`src/rtl/portin_pkt_buf.sv`:
```
// Serial input slice: deserialises a frame_n/valid_n/di lane into {address, payload}
// packets and queues complete packets in a show-ahead buffer drained by pop.
//
// state | meaning
// IDLE  | waiting for frame_n low
// ADDR  | shifting address bits, then padding
// DATA  | shifting payload bits, bubbles allowed
// DROP  | malformed packet, discarding until frame_n high
module portin_pkt_buf #(
    parameter int ADDR_W = 4,
    parameter int DATA_W = 32,
    parameter int DEPTH  = 4
) (
    input  logic                       clock,
    input  logic                       reset,
    input  logic                       frame_n,
    input  logic                       valid_n,
    input  logic                       di,
    input  logic                       pop,
    output logic                       vld,
    output logic [ADDR_W-1:0]          addr,
    output logic [DATA_W-1:0]          payload,
    output logic [$clog2(DEPTH+1)-1:0] level,
    output logic                       busy,
    output logic                       err_frame,
    output logic                       err_ovf
);
    localparam int CNT_MAX = (ADDR_W > DATA_W) ? ADDR_W : DATA_W;
    localparam int CNT_W   = $clog2(CNT_MAX + 1);
    localparam int PTR_W   = (DEPTH > 1) ? $clog2(DEPTH) : 1;
    localparam int LVL_W   = $clog2(DEPTH + 1);
    localparam int PKT_W   = ADDR_W + DATA_W;
    localparam logic [CNT_W-1:0] ADDR_END = CNT_W'(ADDR_W);
    localparam logic [CNT_W-1:0] DATA_END = CNT_W'(DATA_W - 1);

    typedef enum logic [1:0] {IDLE, ADDR, DATA, DROP} state_t;

    state_t            state, state_nxt;
    logic [CNT_W-1:0]  cnt, cnt_nxt;
    logic [ADDR_W-1:0] addr_sh, addr_sh_nxt;
    logic [DATA_W-1:0] pay_sh, pay_sh_nxt;
    logic              push_req, frame_bad;

    logic [PKT_W-1:0]  mem [DEPTH];
    logic [PTR_W-1:0]  wr_ptr, rd_ptr;
    logic              pop_acc, push_acc, ovf;

    function automatic logic [PTR_W-1:0] ptr_inc(input logic [PTR_W-1:0] p);
        return (p == PTR_W'(DEPTH - 1)) ? '0 : p + PTR_W'(1);
    endfunction

    always_ff @(posedge clock or posedge reset) begin
        if (reset) begin
            state   <= IDLE;
            cnt     <= '0;
            addr_sh <= '0;
            pay_sh  <= '0;
        end else begin
            state   <= state_nxt;
            cnt     <= cnt_nxt;
            addr_sh <= addr_sh_nxt;
            pay_sh  <= pay_sh_nxt;
        end
    end

    always_comb begin
        state_nxt   = state;
        cnt_nxt     = cnt;
        addr_sh_nxt = addr_sh;
        pay_sh_nxt  = pay_sh;
        push_req    = 1'b0;
        frame_bad   = 1'b0;
        case (state)
            IDLE: begin
                if (!frame_n) begin
                    if (valid_n) begin
                        addr_sh_nxt[0] = di;
                        cnt_nxt        = CNT_W'(1);
                        state_nxt      = ADDR;
                    end else begin
                        frame_bad = 1'b1;
                        state_nxt = DROP;
                    end
                end
            end
            ADDR: begin
                if (frame_n) begin
                    frame_bad = 1'b1;
                    cnt_nxt   = '0;
                    state_nxt = IDLE;
                end else if (valid_n) begin
                    // bits beyond ADDR_W are padding; cnt saturates at ADDR_W
                    if (cnt < ADDR_END) begin
                        for (int i = 0; i < ADDR_W; i++)
                            if (cnt == CNT_W'(i)) addr_sh_nxt[i] = di;
                        cnt_nxt = cnt + CNT_W'(1);
                    end
                end else if (cnt < ADDR_END) begin
                    frame_bad = 1'b1;
                    cnt_nxt   = '0;
                    state_nxt = DROP;
                end else begin
                    pay_sh_nxt[0] = di;
                    cnt_nxt       = CNT_W'(1);
                    state_nxt     = DATA;
                end
            end
            DATA: begin
                case ({frame_n, valid_n})
                    2'b00: begin
                        if (cnt < DATA_END) begin
                            for (int i = 0; i < DATA_W; i++)
                                if (cnt == CNT_W'(i)) pay_sh_nxt[i] = di;
                            cnt_nxt = cnt + CNT_W'(1);
                        end else begin
                            frame_bad = 1'b1;
                            cnt_nxt   = '0;
                            state_nxt = DROP;
                        end
                    end
                    2'b01: ;
                    2'b10: begin
                        if (cnt == DATA_END) begin
                            pay_sh_nxt[DATA_W-1] = di;
                            push_req = 1'b1;
                        end else begin
                            frame_bad = 1'b1;
                        end
                        cnt_nxt   = '0;
                        state_nxt = IDLE;
                    end
                    default: begin
                        frame_bad = 1'b1;
                        cnt_nxt   = '0;
                        state_nxt = IDLE;
                    end
                endcase
            end
            DROP: begin
                if (frame_n) state_nxt = IDLE;
            end
            default: begin
                cnt_nxt   = '0;
                state_nxt = IDLE;
            end
        endcase
    end

    always_comb begin
        busy    = (state != IDLE);
        vld     = (level != '0);
        addr    = '0;
        payload = '0;
        if (vld) {addr, payload} = mem[rd_ptr];
    end

    // a push into a full buffer still fits when the head leaves on the same edge
    assign pop_acc  = pop && vld;
    assign push_acc = push_req && ((level < LVL_W'(DEPTH)) || pop_acc);
    assign ovf      = push_req && !push_acc;

    always_ff @(posedge clock or posedge reset) begin
        if (reset) begin
            wr_ptr    <= '0;
            rd_ptr    <= '0;
            level     <= '0;
            err_frame <= 1'b0;
            err_ovf   <= 1'b0;
        end else begin
            if (push_acc) wr_ptr <= ptr_inc(wr_ptr);
            if (pop_acc)  rd_ptr <= ptr_inc(rd_ptr);
            case ({push_acc, pop_acc})
                2'b10:   level <= level + LVL_W'(1);
                2'b01:   level <= level - LVL_W'(1);
                default: level <= level;
            endcase
            err_frame <= frame_bad;
            err_ovf   <= ovf;
        end
    end

    always_ff @(posedge clock) begin
        if (push_acc) mem[wr_ptr] <= {addr_sh, pay_sh_nxt};
    end

endmodule

```
`config.mk`:
```
export PLATFORM = sky130hd
export DESIGN_NAME = portin_pkt_buf
export DESIGN_NICKNAME = d
export VERILOG_FILES = /design/src/rtl/portin_pkt_buf.sv
export SDC_FILE = /design/constraint.sdc
export NUM_CORES = 1
export LEC_CHECK = 0
export CAP_MARGIN = 10
export CORE_MARGIN = 10
export CORE_UTILIZATION = 66
export CTS_BUF_LIST = sky130_fd_sc_hd__clkbuf_4 sky130_fd_sc_hd__clkbuf_8
export CTS_CLUSTER_SIZE = 8
export DETAILED_ROUTE_END_ITERATION = 10
export PLACE_DENSITY = 0.84
export RECOVER_POWER = 25
export REMOVE_ABC_BUFFERS = 1
export SLEW_MARGIN = 15
export SYNTH_ARGS = -nofsm -noshare
export SYNTH_HDL_FRONTEND = slang
export SYNTH_SLANG_ARGS = --single-unit
```
`constraint.sdc`:
```
create_clock -name clock -period 7.2 [get_ports clock]
set_clock_uncertainty 0.15 [all_clocks]
set_input_delay 0.72 -clock clock [delete_from_list [all_inputs] [get_ports clock]]
set_output_delay 0.72 -clock clock [all_outputs]
set_load 0.01 [all_outputs]
```
==> results.md, run 1 <==
* Final worst-path setup slack at 3.26 ns
* # port buffers at 48
* RR Endpoint: level[2]
* CP required at 6.33 ns
* Initial antenna violation count at 0
* Gate Count Post-Synth at 502
* Fraction of layout cells with a size suffix above 1 at 16.3%
* Tcrit/Tclk final at 54.8%
* IO Pins at 49
* Max Freq at 254 MHz
* Ant. Diodes at 0
* Crit-path max FO at 21
* CTS HTree Levels at 4
* Routed length per instance at 22.3 um
* DR iter-0 viols at 425
* Num CTS Buffers at 17
* Slew Viols, Final at 54
* FF-to-FF path depth at 9
* FF-to-FF setup slack at 4.12 ns
* Post-synth ARST share at 26.9%
* Crit start category: flip-flop
* Die Y at 132 um
* Routed via count at 4571
* Grt ovf at 0
* Drt first pass iters at 7
* Violations in the final reports: max-capacitance violations, max-slew violations
* Area delta synth->final at 11.2%
* Final ANT Viol Nets at 0
* Worst hold path class: reg -> reg
* Seq pwr share at 57.5%
* Post-synth EDFFs at 144
* Max-slew headroom at -64.3%
* DIE WIDTH at 132 um
* Reg2reg start: level[2]
* Yosys warns at 0
* Netlist Area Pre-Place at 8320 um^2
* Initial Util at 68.4%
* Post-CTS Setup Bufs at 0
* Synth Register Bits at 197
* Post-synth top flop: edfxtp_1
* CTS Sinks at 197
* Placer Congestion at 0.876
* Final setup vio count at 0
* Switching power at 539 uW
* GRT Total Usage at 19.3%
* RSZ-0062 raised after global routing: no
* Power per cell area at 240 nW/um^2
* Clk buf depth at 2
* Routed Wire Length at 16200 um
* Status: complete, but fails checks
* Root Buffer: clkbuf_8
* Pre-CTS WS at 3.52 ns
* Total die area at 17500 um^2
* Peak VDD IR at 0.172 mV
* Clock transition at path regs at 0.09 ns
* Hold Crit Depth at 1
* Largest net degree at the start of global routing at 54
* Hold Path End: level[0]
* Leakage at 3.23 nW
* Site Rows at 40
* Int Pwr at 1.68 mW
* Worst setup EP type: output pin
* Setup TNS at 0 ns
* CTS Hold Bufs at 0
* Nets@finish at 567
* First-pass GRT wire length at 26300 um
* Synth cell types at 59
* Worst skew pair latency at 0.46 ns
* Tmin final at 3.94 ns
* Post-route DRC at 0
* Hold path start: level[0]
* Power share of the clock group at 31.4%
* Combinational Power Share at 11.1%
* Max Cap Violations at 1
* Post-synthesis sequential area ratio at 67.9%
* Slew @ Worst Pin at 2.45 ns
* DP Wirelength at 9990 um
* WS Path Type: reg -> out
* Syn_area_per_cell at 16.6 um^2
* Crit path arrival time at 3.07 ns
* CTS tree: yes
* Vias per inst at 6.29
* Switching Share at 24.3%
* Post-CTS sizing at 0
* Core Area at 12200 um^2
* Final Hold Vio Count at 0
* Vias in the first global route at 4787
worst max path at each step:
stage               from  slack [ns]  cells past startpoint           to
6_report       rd_ptr[0]        3.26                      4   payload[9]
5_1_grt        rd_ptr[0]        3.03                      4  payload[31]
4_1_cts        rd_ptr[0]        3.15                      4   payload[9]
3_5_place_dp          di        3.52                      3   mem[1][22]
3_3_place_gp     valid_n        3.64                      6   mem[3][29]
2_1_floorplan  rd_ptr[0]        3.93                      2      addr[0]
metal layers:
layer  track usage (%)  wire length, um  vias up
li1                  -                -     2010
met1              24.4             6630     2353
met2              31.4             8250      183
met3              5.11              992       25
met4              6.91              342        0
met5                 0                0        -
kinds of logic (layout without fill, tap and decap cells):
logic type / count (synthesis) / count (layout) / share of synthesized area, %
xor gates and xnor gates: 3 / 3 / 0.316
muxes: 60 / 60 / 13.2
AOI/OAI and AO/OA: 67 / 67 / 5.64
DFF: 197 / 197 / 67.9
and+or+nand+nor: 111 / 111 / 8.12
adders and majority gates: 15 / 15 / 2.35
buffers and inverters: 49 / 106 / 2.42
state kept, by name, summed over array words and instances (netlist names):
signal     cells
err_ovf        1
mem          144
addr_sh        4
level          3
rd_ptr         2
pay_sh        32
cnt            6
state          2
wr_ptr         2
err_frame      1
cells in the final DEF, fill, tap and decap left out, types with 3 or more instances in the layout:
master / Yosys / final
clkdlybuf4s50_1: 0 / 40
nand2b_1: 3 / 3
mux2_2: 10 / 6
ha_1: 14 / 14
dfrtp_1: 53 / 52
nand2_1: 25 / 25
o31ai_1: 19 / 19
edfxtp_1: 144 / 144
inv_1: 19 / 18
nand3_1: 6 / 6
o21ai_0: 23 / 24
mux2_1: 8 / 15
a211oi_1: 3 / 3
dlygate4sd3_1: 0 / 8
clkbuf_8: 0 / 19
a21oi_1: 4 / 4
clkbuf_4: 0 / 4
buf_4: 0 / 6
and2_1: 40 / 40
o41ai_1: 1 / 3
nand4_1: 5 / 5
clkinv_2: 0 / 4
nor3b_1: 3 / 3
mux4_2: 36 / 36
nor3_1: 2 / 5
nor2_1: 7 / 7
area by class of cell:
class	instances	area, um^2
well taps	168	210
multi-input cells	256	2390
flip-flops and latches	197	5650
clock inverters	9	104
inverters	20	76.3
fillers	741	2910
clock buffers	23	292
repair buffers	54	526
Yosys cell counts (2+ instances only):
library cell,number,share of area (%)
ha_1,14,2.1
nor3_1,2,0.12
a31oi_1,2,0.15
nand2_1,25,1.1
clkbuf_1,20,0.90
nand3b_1,2,0.18
mux2_1,8,1.1
mux2_2,10,1.4
o41ai_2,2,0.39
dfrtp_1,53,16
o21ai_0,23,1.4
mux2_4,5,0.90
nor3_4,3,0.59
nand4_1,5,0.38
mux4_2,36,9.7
a21oi_1,4,0.24
o22ai_1,2,0.15
edfxtp_1,144,52
a211oi_1,3,0.27
nor2b_1,2,0.15
a21o_1,2,0.18
inv_1,19,0.86
buf_2,7,0.42
nand3_1,6,0.36
xor2_1,2,0.21
nand2b_1,3,0.23
nor2_1,7,0.32
nor3b_1,3,0.27
and2_1,40,3.0
o31ai_1,19,1.7
power by group through the flow:
stage,Combinational [mW],Sequential [mW],Clock [mW]
3_5_place_dp,0.259,1.30,0
4_1_cts,0.261,1.28,0.703
2_1_floorplan,0.186,1.29,0
6_report,0.247,1.28,0.696
3_3_place_gp,0.250,1.30,0
5_1_grt,0.271,1.28,0.752
through the flow:
step / instances / total power [mW] / instance area, um^2 / hold slack [ns] / utilization [%]
3_3_place_gp: 695 / 1.55 / 8930 / 0.338 / 73.4
5_1_grt: 727 / 2.30 / 9250 / 0.406 / 76.1
2_1_floorplan: 473 / 1.48 / 8190 / 0.320 / -
6_report: 727 / 2.22 / 9250 / 0.372 / 76.1
4_1_cts: 727 / 2.24 / 9320 / 0.384 / 76.7
3_5_place_dp: 695 / 1.56 / 8930 / 0.364 / 73.4
worst max-delay path, stage by stage, from the launching register on:
cell,delay (ns)
dfrtp_2,0.83
buf_4,0.51
mux4_2,0.60
and2_1,0.18
clkdlybuf4s50_1,0.48
Note: power is estimated with default switching activity, not from simulation.
==> run 2, diff against run 1 <==
- CORE_UTILIZATION: 66 -> 62
- PLACE_DENSITY: 0.84 -> 0.8
- clock period: 7.2 -> 4 ns (I/O delays scaled with it)
==> results.md, run 2 (synthesis results as in run 1) <==
* Crit start category: flip-flop
* Site Rows at 42 (+5.0%)
* Num CTS Buffers at 17 (unchanged)
* DP Wirelength at 10200 um (+2.3%)
* First-pass GRT wire length at 25500 um (-3.2%)
* Routed length per instance at 22.0 um (-1.5%)
* Tmin final at 3.10 ns
* IO Pins at 49 (unchanged)
* Placer Congestion at 0.915 (+4.4%)
* Crit-path max FO at 25 (+19%)
* Post-CTS sizing at 0 (unchanged)
* Top flop regs: mem x144, pay_sh x32, cnt x6
* CP required at 3.45 ns (-2.88 ns)
* GRT Total Usage at 18.4% (-0.88 points)
* DR iter-0 viols at 515 (+21%)
* Largest net degree at the start of global routing at 39 (-28%)
* Fraction of layout cells with a size suffix above 1 at 17.3% (+1.0 points)
* Hold WS at 0.377 ns (+0.00444 ns)
* Crit path arrival time at 2.55 ns (-0.52 ns)
* Fin cells at 742 (+2.1%)
* RSZ-0062 raised after global routing: no
* Routed via count at 4516 (-1.2%)
* Grt ovf at 0 (unchanged)
* Core Area at 13200 um^2 (+8.5%)
* Fill count at 828 (+12%)
* CTS Hold Bufs at 0 (unchanged)
* CTS HTree Levels at 4 (unchanged)
* Slew @ Worst Pin at 1.38 ns (-1.07 ns)
* CTS Sinks at 197 (unchanged)
* Power per cell area at 439 nW/um^2 (+83%)
* Hold Crit Depth at 1 (unchanged)
* Final Hold Vio Count at 0 (unchanged)
* Worst skew pair latency at 0.47 ns (about the same)
* Worst setup EP type: output pin
* Max Freq at 322 MHz
* Most frequent cells in the layout: 144 x edfxtp_1, 52 x dfrtp_1, 41 x clkdlybuf4s50_1
* Final setup vio count at 0 (unchanged)
* Setup TNS at 0 ns (unchanged)
* Status: completed
* DP Cell Count at 710 (+2.2%)
* Slew Viols, Final at 0 (-100%)
* Clk buf depth at 2 (unchanged)
* Final core occ at 71.1% (-5.0 points)
* Ant. Diodes at 0 (unchanged)
* Vias per inst at 6.09 (-3.2%)
* Peak VDD IR at 0.264 mV (+54%)
* # port buffers at 48 (unchanged)
* Power Total at 4.12 mW (+86%)
* Max reg flops at 144 (unchanged)
* Final ANT Viol Nets at 0 (unchanged)
* Vias in the first global route at 4609 (-3.7%)
* Post-route DRC at 0 (unchanged)
* Drt first pass iters at 5 (-2)
* Nets@finish at 574 (+1.2%)
* Routed Wire Length at 16300 um (+0.56%)
* Clock transition at path regs at 0.09 ns (about the same)
* Max Cap Violations at 0 (-1)
* Post-CTS Setup Bufs at 0 (unchanged)
* Initial Util at 63.1% (-5.3 points)
* Most flop-heavy register: mem
* Area delta synth->final at 12.8%
* Leakage at 3.25 nW (+0.53%)
* Die Y at 136 um (+2.7%)
* Total die area at 18400 um^2 (+5.5%)
* Max-slew headroom at 7.89% (+72 points)
* WS Path Type: reg -> out
* FF-to-FF path depth at 5 (-4)
* Most common cell after layout, fill and taps aside: edfxtp_1
* Tcrit/Tclk final at 77.5%
* Root Buffer: clkbuf_8
* Worst hold path class: reg -> reg
* DIE WIDTH at 136 um (+2.7%)
* Initial antenna violation count at 0 (unchanged)
* CTS tree: yes
[run 2: cell count changes in the layout (fill, tap and decap cells not counted), moves of 3 or more]
cell	delta
buf_4	+5
clkbuf_4	-3
clkinv_1	+3
mux2_1	-3
mux2_4	+3
[run 2: metrics by stage]
stage | setup WS [ns] | cell area [um^2]
floorplan | 1.05 | 8190
global placement | 1.02 | 9000
detailed placement | 0.852 | 9000
CTS | 0.820 | 9430
global route | 0.738 | 9380
finish | 0.898 | 9380
[run 2: power by group]
group	leakage, nW	switching [mW]	total, mW	internal (mW)
clock	0.218	0.658	1.34	0.684
combinational	1.09	0.303	0.481	0.178
sequential	1.94	0.0456	2.30	2.25
total	3.25	1.01	4.12	3.11
[run 2: worst max-delay path, cell delays in order, from the launching register on]
cell and delay [ns]:
dfrtp_1 0.41, or3_1 0.66, buf_4 0.33, and2_1 0.17, clkdlybuf4s50_1 0.50
[run 2: per-layer routing]
metal  GRT usage (%)  vias up  part of all wire, %
met5               0        -                    0
met4            7.30        0                  1.8
met3            3.91       26                  5.3
met2            29.5      136                   52
met1            24.1     2333                   41
li1                -     2021                    -
[run 2: worst paths after layout]
path                                from         end  slack (ns)
max in group asynchronous          reset   pay_sh[2]        1.38
worst max-delay path            level[1]     addr[0]        0.90
worst max register to register  state[0]  mem[3][29]        1.04
worst min-delay path            level[0]    level[0]        0.38
worst min register to register  level[0]    level[0]        0.38
min in group asynchronous          reset   rd_ptr[1]        0.63
[run 2: layout make-up]
class	instances	area, um^2	area share, %
sequential	197	5650	60.3
multi-input combinational	256	2420	25.8
timing repair buffer	61	587	6.26
clock buffer	18	241	2.57
tap	176	220	2.35
clock inverter	14	181	1.93
inverter	20	75.1	0.800
